--- src/rtl/mem_arbiter.sv ---
`default_nettype none
// ============================================================================
// Module      : mem_arbiter
// Description : Shares one byte-wide RAM port between the instruction-fetch
//               requester and the MEM-stage requester. Multi-byte accesses
//               run as back-to-back byte cycles and are assembled or split
//               little-endian. MEM has priority over IF.
//               Optional one-entry fetch buffer: define MEM_ARBITER_IBUF_EN.
// Revision    : 1.0 - initial release
// ============================================================================

`ifndef IDLE
`define IDLE 2'b00
`endif
`ifndef BUSY
`define BUSY 2'b01
`endif
`ifndef DONE
`define DONE 2'b10
`endif

module mem_arbiter #(
    parameter int ADDR_W = 32,
    parameter int DATA_W = 32
) (
    input  logic              clk,
    input  logic              rst,
    input  logic              if_rw,
    input  logic [ADDR_W-1:0] if_addr,
    output logic [DATA_W-1:0] if_rdata,
    output logic [1:0]        if_status,
    input  logic              mem_rw,
    input  logic              mem_we,
    input  logic [1:0]        mem_width,
    input  logic [ADDR_W-1:0] mem_addr,
    input  logic [DATA_W-1:0] mem_wdata,
    output logic [DATA_W-1:0] mem_rdata,
    output logic [1:0]        mem_status,
    output logic [ADDR_W-1:0] ram_a,
    input  logic [7:0]        ram_din,
    output logic [7:0]        ram_dout,
    output logic              ram_wr
);

    localparam logic [2:0] c_bytes_byte = 3'd1;
    localparam logic [2:0] c_bytes_half = 3'd2;
    localparam logic [2:0] c_bytes_word = 3'd4;

    typedef enum logic [1:0] {
        S_IDLE  = 2'd0,
        S_READ  = 2'd1,
        S_WRITE = 2'd2,
        S_DONE  = 2'd3
    } state_t;

    typedef enum logic {
        OWN_IF  = 1'b0,
        OWN_MEM = 1'b1
    } owner_t;

    state_t              state_q,      state_d;
    owner_t              owner_q,      owner_d;
    logic [ADDR_W-1:0]   addr_q,       addr_d;
    logic [2:0]          nbytes_q,     nbytes_d;
    logic [DATA_W-1:0]   wdata_q,      wdata_d;
    logic [2:0]          cyc_q,        cyc_d;
    logic [DATA_W-1:0]   rbuf_q,       rbuf_d;
    logic [DATA_W-1:0]   if_rdata_q,   if_rdata_d;
    logic [DATA_W-1:0]   mem_rdata_q,  mem_rdata_d;
    logic [1:0]          if_status_q,  if_status_d;
    logic [1:0]          mem_status_q, mem_status_d;
    logic [ADDR_W-1:0]   ram_a_q,      ram_a_d;
    logic [7:0]          ram_dout_q,   ram_dout_d;
    logic                ram_wr_q,     ram_wr_d;

`ifdef MEM_ARBITER_IBUF_EN
    logic                ibuf_valid_q, ibuf_valid_d;
    logic [ADDR_W-1:0]   ibuf_addr_q,  ibuf_addr_d;
    logic [DATA_W-1:0]   ibuf_inst_q,  ibuf_inst_d;
    logic                w_ibuf_hit;
    logic                w_ibuf_overlap;
    logic [ADDR_W-1:0]   w_diff;
`endif

    logic [2:0]          w_mem_bytes;
    logic [1:0]          w_lane;

    // Next-state and next-output computation for the whole arbiter
    always_comb begin
        state_d      = state_q;
        owner_d      = owner_q;
        addr_d       = addr_q;
        nbytes_d     = nbytes_q;
        wdata_d      = wdata_q;
        cyc_d        = cyc_q;
        rbuf_d       = rbuf_q;
        if_rdata_d   = if_rdata_q;
        mem_rdata_d  = mem_rdata_q;
        if_status_d  = if_status_q;
        mem_status_d = mem_status_q;
        ram_a_d      = ram_a_q;
        ram_dout_d   = ram_dout_q;
        ram_wr_d     = 1'b0;

        // Width 11 is deliberately folded into the word case.
        case (mem_width)
            2'b00:   w_mem_bytes = c_bytes_byte;
            2'b01:   w_mem_bytes = c_bytes_half;
            default: w_mem_bytes = c_bytes_word;
        endcase

        // Byte lane being returned this cycle: data lags the address by one.
        w_lane = 2'(cyc_q - 3'd2);

`ifdef MEM_ARBITER_IBUF_EN
        ibuf_valid_d = ibuf_valid_q;
        ibuf_addr_d  = ibuf_addr_q;
        ibuf_inst_d  = ibuf_inst_q;
        w_ibuf_hit   = ibuf_valid_q && (ibuf_addr_q == if_addr);
        // A store byte overlaps when its offset from the buffered base,
        // taken modulo 2^ADDR_W, lands inside the 4 buffered bytes.
        w_ibuf_overlap = 1'b0;
        w_diff         = '0;
        for (int j = 0; j < 4; j++) begin
            w_diff = mem_addr + ADDR_W'(j) - ibuf_addr_q;
            if ((3'(j) < w_mem_bytes) && (w_diff < ADDR_W'(4))) begin
                w_ibuf_overlap = 1'b1;
            end
        end
`endif

        case (state_q)
            S_IDLE: begin
                if (mem_rw) begin
                    owner_d      = OWN_MEM;
                    addr_d       = mem_addr;
                    nbytes_d     = w_mem_bytes;
                    wdata_d      = mem_wdata;
                    cyc_d        = 3'd1;
                    rbuf_d       = '0;
                    mem_status_d = `BUSY;
                    if_status_d  = `IDLE;
                    ram_a_d      = mem_addr;
                    if (mem_we) begin
                        state_d    = S_WRITE;
                        ram_wr_d   = 1'b1;
                        ram_dout_d = mem_wdata[7:0];
`ifdef MEM_ARBITER_IBUF_EN
                        if (w_ibuf_overlap) begin
                            ibuf_valid_d = 1'b0;
                        end
`endif
                    end else begin
                        state_d = S_READ;
                    end
                end else if (if_rw) begin
                    owner_d      = OWN_IF;
                    mem_status_d = `IDLE;
`ifdef MEM_ARBITER_IBUF_EN
                    if (w_ibuf_hit) begin
                        // Served from the buffer; the RAM port stays quiet.
                        state_d     = S_DONE;
                        if_status_d = `DONE;
                        if_rdata_d  = ibuf_inst_q;
                    end else begin
                        state_d     = S_READ;
                        addr_d      = if_addr;
                        nbytes_d    = c_bytes_word;
                        cyc_d       = 3'd1;
                        rbuf_d      = '0;
                        if_status_d = `BUSY;
                        ram_a_d     = if_addr;
                    end
`else
                    state_d     = S_READ;
                    addr_d      = if_addr;
                    nbytes_d    = c_bytes_word;
                    cyc_d       = 3'd1;
                    rbuf_d      = '0;
                    if_status_d = `BUSY;
                    ram_a_d     = if_addr;
`endif
                end else begin
                    if_status_d  = `IDLE;
                    mem_status_d = `IDLE;
                end
            end

            S_READ: begin
                if (cyc_q >= 3'd2) begin
                    rbuf_d[{w_lane, 3'b000} +: 8] = ram_din;
                end
                if (cyc_q < nbytes_q) begin
                    ram_a_d = addr_q + ADDR_W'(cyc_q);
                end
                if (cyc_q == (nbytes_q + 3'd1)) begin
                    state_d = S_DONE;
                    if (owner_q == OWN_MEM) begin
                        mem_status_d = `DONE;
                        mem_rdata_d  = rbuf_d;
                    end else begin
                        if_status_d  = `DONE;
                        if_rdata_d   = rbuf_d;
`ifdef MEM_ARBITER_IBUF_EN
                        ibuf_valid_d = 1'b1;
                        ibuf_addr_d  = addr_q;
                        ibuf_inst_d  = rbuf_d;
`endif
                    end
                end else begin
                    cyc_d = cyc_q + 3'd1;
                end
            end

            S_WRITE: begin
                if (cyc_q < nbytes_q) begin
                    ram_a_d    = addr_q + ADDR_W'(cyc_q);
                    ram_dout_d = wdata_q[{cyc_q[1:0], 3'b000} +: 8];
                    ram_wr_d   = 1'b1;
                    cyc_d      = cyc_q + 3'd1;
                end else begin
                    state_d      = S_DONE;
                    mem_status_d = `DONE;
                end
            end

            S_DONE: begin
                // One-cycle completion pulse; no acceptance here so a held
                // request is only re-arbitrated from the following idle cycle.
                state_d      = S_IDLE;
                if_status_d  = `IDLE;
                mem_status_d = `IDLE;
            end

            default: begin
                state_d = S_IDLE;
            end
        endcase
    end

    // State and registered outputs; synchronous active-low reset
    always_ff @(posedge clk) begin
        if (!rst) begin
            state_q      <= S_IDLE;
            owner_q      <= OWN_IF;
            addr_q       <= '0;
            nbytes_q     <= '0;
            wdata_q      <= '0;
            cyc_q        <= '0;
            rbuf_q       <= '0;
            if_rdata_q   <= '0;
            mem_rdata_q  <= '0;
            if_status_q  <= `IDLE;
            mem_status_q <= `IDLE;
            ram_a_q      <= '0;
            ram_dout_q   <= '0;
            ram_wr_q     <= 1'b0;
`ifdef MEM_ARBITER_IBUF_EN
            ibuf_valid_q <= 1'b0;
            ibuf_addr_q  <= '0;
            ibuf_inst_q  <= '0;
`endif
        end else begin
            state_q      <= state_d;
            owner_q      <= owner_d;
            addr_q       <= addr_d;
            nbytes_q     <= nbytes_d;
            wdata_q      <= wdata_d;
            cyc_q        <= cyc_d;
            rbuf_q       <= rbuf_d;
            if_rdata_q   <= if_rdata_d;
            mem_rdata_q  <= mem_rdata_d;
            if_status_q  <= if_status_d;
            mem_status_q <= mem_status_d;
            ram_a_q      <= ram_a_d;
            ram_dout_q   <= ram_dout_d;
            ram_wr_q     <= ram_wr_d;
`ifdef MEM_ARBITER_IBUF_EN
            ibuf_valid_q <= ibuf_valid_d;
            ibuf_addr_q  <= ibuf_addr_d;
            ibuf_inst_q  <= ibuf_inst_d;
`endif
        end
    end

    assign if_rdata   = if_rdata_q;
    assign if_status  = if_status_q;
    assign mem_rdata  = mem_rdata_q;
    assign mem_status = mem_status_q;
    assign ram_a      = ram_a_q;
    assign ram_dout   = ram_dout_q;
    assign ram_wr     = ram_wr_q;

endmodule

`default_nettype wire
--- config.mk ---
export PLATFORM = sky130hd
export DESIGN_NAME = mem_arbiter
export DESIGN_NICKNAME = d
export VERILOG_FILES = /design/src/rtl/mem_arbiter.sv
export SDC_FILE = /design/constraint.sdc
export NUM_CORES = 1
export LEC_CHECK = 0
export ABC_AREA = 1
export CORE_MARGIN = 5
export CORE_UTILIZATION = 55
export DETAILED_ROUTE_END_ITERATION = 8
export HOLD_SLACK_MARGIN = 0.1
export PLACE_DENSITY = 0.82
export SKIP_LAST_GASP = 1
export SYNTH_ARGS = -nofsm -noshare
export SYNTH_HDL_FRONTEND = slang
export SYNTH_SLANG_ARGS = --single-unit
--- constraint.sdc ---
create_clock -name clk -period 3.4 [get_ports clk]
set_input_delay 0.34 -clock clk [delete_from_list [all_inputs] [get_ports clk]]
set_output_delay 0.34 -clock clk [all_outputs]
set_load 0.005 [all_outputs]
==> out/results.md, run 1 <==
| Item | Reported | Unit |
| --- | --- | --- |
| Instance count of the mapped netlist | 1490 | - |
| Area leader, netlist | dfxtp_1 | - |
| Maximum vdd ir drop | 437 | uV |
| Number of nets in the synthesized netlist | 1621 | - |
| Worst-path clk slew | 0.06 | ns |
| Final std cells w/o fill | 1916 | - |
| Power density cells | 748 | mW/mm^2 |
| Global-route wire length before repair | 50200 | um |
| Antenna violation net count after detailed routing | 0 | - |
| Syn-to-layout area delta | 28.5 | % |
| Antenna diodes | 0 | - |
| Share of the cycle needed by the critical path after routing | 0.808 | - |
| Kind of end point of the critical path | flip-flop | - |
| Count of unique library cells instantiated by Yosys | 40 | - |
| Required @ worst endpoint | 3.84 | ns |
| Placed Cells incl. Taps | 1876 | - |
| Slew Viols, Final | 0 | - |
| Util after Layout | 0.712 | - |
| Clock latency reported for the late side of the worst-skew pair | 0.51 | ns |
| Post-layout total power | 9.89 | mW |
| Number of top-level pins | 220 | - |
| Remaining design rule violation count | 0 | - |
| YS warnings | 0 | - |
| Proportion of layout cells with a drive suffix above 1 | 0.0464 | - |
| Post-Synthesis Cell Area | 0.0103 | mm^2 |
| Final Skew | 0.0254 | ns |
| Area inside the core boundary | 0.0186 | mm^2 |
| Summed negative setup slack over all endpoints | 0 | ns |
| Number of endpoints failing setup at the final stage | 0 | - |
| Antenna violations before repair | 0 | - |
| Critical path start-end classification | reg2reg | - |
| Routed length per instance | 16.3 | um |
| Most frequently used flop master after synthesis | dfxtp_1 | - |
| Total number of nets in the final design | 1798 | - |
| Leakage power | 5.46 | nW |
| Min-Delay Path Class | in2reg | - |
| Routability congestion estimate from global placement | 0.964 | - |
| Sequential-to-total area share from yosys stat | 0.416 | - |
| Slack of the worst reg-to-reg path | 0.65 | ns |
| Number of buffers inserted by port buffering | 219 | - |
| Syn_area_per_cell | 6.91 | um^2 |
| Cell types occupying the most area after synthesis | dfxtp_1 42%, nor2_1 12%, nand2_1 12%, o21ai_0 8.8%, a21oi_1 5.3% | - |
| Routed via count divided by cell count | 5.51 | - |
| TritonCTS buffer count | 23 | - |
| Post-synthesis register bit count | 214 | - |
| EDFF count, synth | 0 | - |
| Min Tclk post-route | 2.75 | ns |
| Number of cells upsized or downsized after cts | 0 | - |
| Share of Yosys cell area claimed by the top area cell type | 0.416 | - |
| Vias in the first global route | 9896 | - |
| Total area of multi-input combinational cells | 0.00533 | mm^2 |
| Final-layout worst hold slack | 0.327 | ns |
| Sum of net half-perimeters after detailed placement | 21900 | um |
| Max_slew headroom | 0.325 | - |
| List of most frequent post-synthesis cells | 320 x nor2_1, 316 x nand2_1, 214 x dfxtp_1 | - |
| GRT Overall Usage | 0.276 | - |
| Area of all sequential standard cells | 0.00428 | mm^2 |
| Clock root buffer master | clkbuf_16 | - |
| Arrival time of the worst setup path | 3.19 | ns |
| DR vias | 10600 | - |
| Type of element launching the critical path | flip-flop | - |
| Min setup slack post-route | 0.654 | ns |
| Unrepaired setup endpoints after global routing | no | - |
| Slew of the pin with the lowest slew margin | 1.01 | ns |
| Cell with the most instances after synthesis | nor2_1 | - |
| Run status | finished, final reports clean | - |
| Cell area after layout | 0.0132 | mm^2 |
| Aggregate global routing overflow | 0 | - |
| CTS tree | built | - |
| Number of hold-repair buffers added at the cts stage | 0 | - |
| # rows | 50 | - |
| Floorplan die area | 0.0216 | mm^2 |
| Deepest level of the CTS H-tree | 1 | - |
| Buffers from clock root to sink, at most | 3 | - |
| Largest net degree at the start of global routing | 125 | - |
| Maximum fanout count along the critical path | 19 | - |
| Max Clk Rate | 364 | MHz |
| Share of flip-flops with an asynchronous set or reset after synthesis | 0 | - |
| Clock sink count | 214 | - |
| Count of final hold-check violations | 0 | - |
| Chip width | 147 | um |
| Dpl cell area | 0.0125 | mm^2 |
| Starting Density | 0.554 | - |
| Max-cap check violation count | 0 | - |
| Height of the die | 147 | um |
| Starting DRC count in detailed routing | 863 | - |
| Total wirelength of the detailed-routed design | 31100 | um |
| Setup slack at placement | 0.717 | ns |
| Buffer count from post-CTS setup fixing | 0 | - |
| Count of filler cells inserted in the layout | 1555 | - |
| 1st-pass router iterations | 5 | - |
layout by cell type, fill, tap and decap left out, types with 7 or more instances in the layout:
cell type and instances:
clkbuf_16 23, inv_1 67, inv_2 7, a211oi_1 25, ha_1 19, o21ai_0 180
nand3_1 44, nor2_2 8, buf_4 15, nand2_1 316, clkdlybuf4s50_1 217, clkbuf_1 8
dfxtp_1 214, o22ai_1 9, nand3b_1 7, nor2_1 319, mux2i_1 30, a21oi_1 108
nand4_1 14
logic make-up (layout without fill, tap and decap cells):
| kind of cell | count (synthesis) | count (layout) | share of synthesized area |
|---|---|---|---|
| simple gates | 721 | 721 | 0.282 |
| compound gates | 337 | 337 | 0.174 |
| flops | 214 | 214 | 0.416 |
| buf+inv | 159 | 351 | 0.0661 |
| mux | 30 | 30 | 0.0292 |
| fa+ha+maj | 20 | 20 | 0.0250 |
| xor+xnor | 9 | 9 | 0.00766 |
per-layer routing:
metal	wire (um)	vias to the layer above	track usage
met3	2660	47	0.0487
met1	13700	4833	0.385
met4	648	0	0.0757
li1	-	5218	-
met5	0	-	0
met2	14100	452	0.444
where the power goes:
group | internal (mW) | switching [mW]
sequential | 3.06 | 0.419
combinational | 1.56 | 2.44
clock | 1.43 | 0.977
final timing paths:
| check | cells after the start | start | endpoint |
|---|---|---|---|
| worst max-delay path | 7 | cyc_q[1] | mem_rdata[16] |
| worst min-delay path | 5 | mem_rw | mem_status[0] |
| worst max register to register | 7 | cyc_q[1] | mem_rdata[16] |
| worst min register to register | 2 | wdata_q[15] | wdata_q[15] |
critical path, cell delays in order, from the launching register on:
cell and delay [ns]:
dfxtp_1 0.80, inv_2 0.25, ha_1 0.43, nor2_2 0.33, nand3_1 0.16, o31ai_1 0.39, nand2_1 0.11, a21oi_1 0.18
sequential cells by signal, summed over array words and instances (netlist names):
name / cells
nbytes_q: 3
mem_status: 2
owner_q: 1
mem_rdata: 32
ram_a: 32
ram_dout: 8
ram_wr: 1
if_status: 2
state_q: 2
cyc_q: 3
if_rdata: 32
addr_q: 32
wdata_q: 32
rbuf_q: 32
layout make-up:
type | count | share of cell area
sequential | 214 | 0.324
clock inverter | 4 | 0.00369
multi-input combinational | 1117 | 0.403
inverter | 76 | 0.0216
clock buffer | 36 | 0.0510
timing repair buffer | 235 | 0.175
tap | 234 | 0.0221
Power figures use the tool's default switching activity.
==> run 2: changes to the inputs <==
--- a/config.mk
+++ b/config.mk
@@ -7,10 +7,10 @@
 export LEC_CHECK = 0
 export ABC_AREA = 1
 export CORE_MARGIN = 5
-export CORE_UTILIZATION = 55
+export CORE_UTILIZATION = 46
 export DETAILED_ROUTE_END_ITERATION = 8
 export HOLD_SLACK_MARGIN = 0.1
-export PLACE_DENSITY = 0.82
+export PLACE_DENSITY = 0.73
 export SKIP_LAST_GASP = 1
 export SYNTH_ARGS = -nofsm -noshare
 export SYNTH_HDL_FRONTEND = slang
==> constraint.sdc (replaced) <==
create_clock -name clk -period 2.3 [get_ports clk]
set_input_delay 0.23 -clock clk [delete_from_list [all_inputs] [get_ports clk]]
set_output_delay 0.23 -clock clk [all_outputs]
set_load 0.005 [all_outputs]
==> run 2 against run 1 <==
Against the previous run:
- combinational power grew 56%
- worst hold slack got worse by 0.086 ns
- worst setup slack worse by 0.49 ns
- sequential power grew 47%
- critical path type unchanged
- largest power group unchanged
==> out/results.md, run 2 (synthesis results as in run 1) <==
| Item | Reported | Unit |
| --- | --- | --- |
| Run status | finished, final reports clean | - |
| Met1 demand-to-capacity share in global routing | 0.323 | - |
| Min setup slack post-route | 0.169 | ns |
| Setup slack at placement | 0.0959 | ns |
| Global-route layer with the greatest usage | met2 | - |
| Vias in the first global route | 9997 | - |
| Area of all sequential standard cells | 0.00429 | mm^2 |
| Summed negative setup slack over all endpoints | 0 | ns |
| Power density cells | 1120 | mW/mm^2 |
| Placed Cells incl. Taps | 1941 | - |
| Min-Delay Path Class | in2reg | - |
| Unrepaired setup endpoints after global routing | no | - |
| Largest net degree at the start of global routing | 125 | - |
| CTS tree | built | - |
| Starting DRC count in detailed routing | 821 | - |
| Maximum vdd ir drop | 617 | uV |
| Routed via count divided by cell count | 5.26 | - |
| Min Tclk post-route | 2.13 | ns |
| Final std cells w/o fill | 1980 | - |
| TritonCTS buffer count | 23 | - |
| Critical path start-end classification | reg2reg | - |
| Deepest level of the CTS H-tree | 1 | - |
| R2R cell count | 11 | - |
| Kind of end point of the critical path | flip-flop | - |
| Leakage power | 5.62 | nW |
| Antenna violations before repair | 0 | - |
| Number of buffers inserted by port buffering | 219 | - |
| Remaining design rule violation count | 0 | - |
| Count of filler cells inserted in the layout | 1996 | - |
| Most frequent CP cell | nand2_1 | - |
| Crit path buffers/inverters | 0 | - |
| Util after Layout | 0.619 | - |
| Clock root buffer master | clkbuf_16 | - |
| Cell depth of the worst hold path | 5 | - |
| DR vias | 10400 | - |
| 1st-pass router iterations | 5 | - |
| Buffers from clock root to sink, at most | 3 | - |
| Clock latency reported for the late side of the worst-skew pair | 0.51 | ns |
| Height of the die | 160 | um |
| Routability congestion estimate from global placement | 0.911 | - |
| Total wirelength of the detailed-routed design | 31200 | um |
| Number of top-level pins | 220 | - |
| Maximum fanout count along the critical path | 5 | - |
| Total area of multi-input combinational cells | 0.00534 | mm^2 |
| # rows | 54 | - |
| Type of element launching the critical path | flip-flop | - |
| Arrival time of the worst setup path | 2.52 | ns |
| Post-layout total power | 15.2 | mW |
| Share of the cycle needed by the critical path after routing | 0.927 | - |
| Leading cell type in the layout, fill and taps excluded | nor2_1 | - |
| Clock sink count | 214 | - |
| Number of endpoints failing setup at the final stage | 0 | - |
| Max Clk Rate | 469 | MHz |
| Cell breakdown of the critical path | ha_1, fa_1, nand2_1, nand2_1, nand3_1, nor2_1, nand2_1, nand2_1, nand3_1, nand2_1, a21oi_1 | - |
| Met3 global-route usage | 0.0466 | - |
| Number of hold-repair buffers added at the cts stage | 0 | - |
| Final-layout worst hold slack | 0.242 | ns |
| Routed length per instance | 15.8 | um |
| Starting Density | 0.469 | - |
| Max_slew headroom | 0.614 | - |
| Slew Viols, Final | 0 | - |
| Chip width | 160 | um |
| Cell area after layout | 0.0136 | mm^2 |
| Proportion of layout cells with a drive suffix above 1 | 0.0612 | - |
| Aggregate global routing overflow | 0 | - |
| Dpl cell area | 0.0128 | mm^2 |
| Final Skew | 0.0134 | ns |
| Count of final hold-check violations | 0 | - |
| Syn-to-layout area delta | 32.1 | % |
| Met2 GRT Util | 0.401 | - |
| Global-route wire length before repair | 51500 | um |
| Antenna violation net count after detailed routing | 0 | - |
| Required @ worst endpoint | 2.69 | ns |
| Slew of the pin with the lowest slew margin | 0.578 | ns |
| Max-cap check violation count | 0 | - |
| Sum of net half-perimeters after detailed placement | 22700 | um |
| Total number of nets in the final design | 1817 | - |
| Cell with the largest stage delay on the worst path | dfxtp_1 | - |
| Antenna diodes | 0 | - |
| Floorplan die area | 0.0255 | mm^2 |
| Area inside the core boundary | 0.0220 | mm^2 |
| Biggest cell delay along the critical path | 0.37 | ns |
| Number of cells on the critical path | 11 | - |
| GRT Overall Usage | 0.238 | - |
| Family with the most delay on the worst path | simple AND/OR/NAND/NOR gates | - |
| Commonest non-fill, non-tap cells in the layout | 319 x nor2_1, 316 x nand2_1, 217 x clkdlybuf4s50_1 | - |
| Worst-path clk slew | 0.06 | ns |
run 2: cell count changes in the layout (fill, tap and decap cells not counted), sizes merged:
cell,before,now
buf,18,37
bufinv,1,3
clkbuf,36,31
clkinv,4,6
run 2: power breakdown:
part           leakage [nW]  internal (mW)  switching [mW]
clock                 0.385           2.32            1.48
combinational          3.48           2.52            3.73
sequential             1.75           4.53           0.604
total                  5.62           9.37            5.82
run 2: worst register-to-register path, stage by stage (launching register included):
cell and delay, ns:
dfxtp_1 0.37, ha_1 0.20, fa_1 0.23, nand2_1 0.11
nand2_1 0.13, nand3_1 0.24, nor2_1 0.33, nand2_1 0.10
nand2_1 0.07, nand3_1 0.10, nand2_1 0.09, a21oi_1 0.06
run 2: area by class of cell:
type,count,area share
Clock buffer,31,0.0482
Sequential cell,214,0.315
Inverter,76,0.0212
Tap cell,280,0.0258
Multi-Input combinational cell,1117,0.393
Clock inverter,8,0.00874
Timing Repair Buffer,254,0.188
run 2: final timing paths:
kind	startpoint	slack [ns]	end
max reg2reg	cyc_q[0]	0.17	ram_a[18]
min reg2reg	wdata_q[15]	0.46	wdata_q[15]
min	mem_rw	0.24	mem_status[0]
max	cyc_q[0]	0.17	ram_a[18]
run 2: what timing repair did:
item	in CTS	in global routing
buffers inserted	0	0
resized for setup	0	5
endpoints found under the setup margin	0	23
run 2: layer usage:
| layer | up-vias | wire, um |
|---|---|---|
| met4 | 0 | 328 |
| li1 | 5262 | - |
| met3 | 28 | 2090 |
| met1 | 4790 | 14100 |
| met2 | 330 | 14700 |
| met5 | - | 0 |
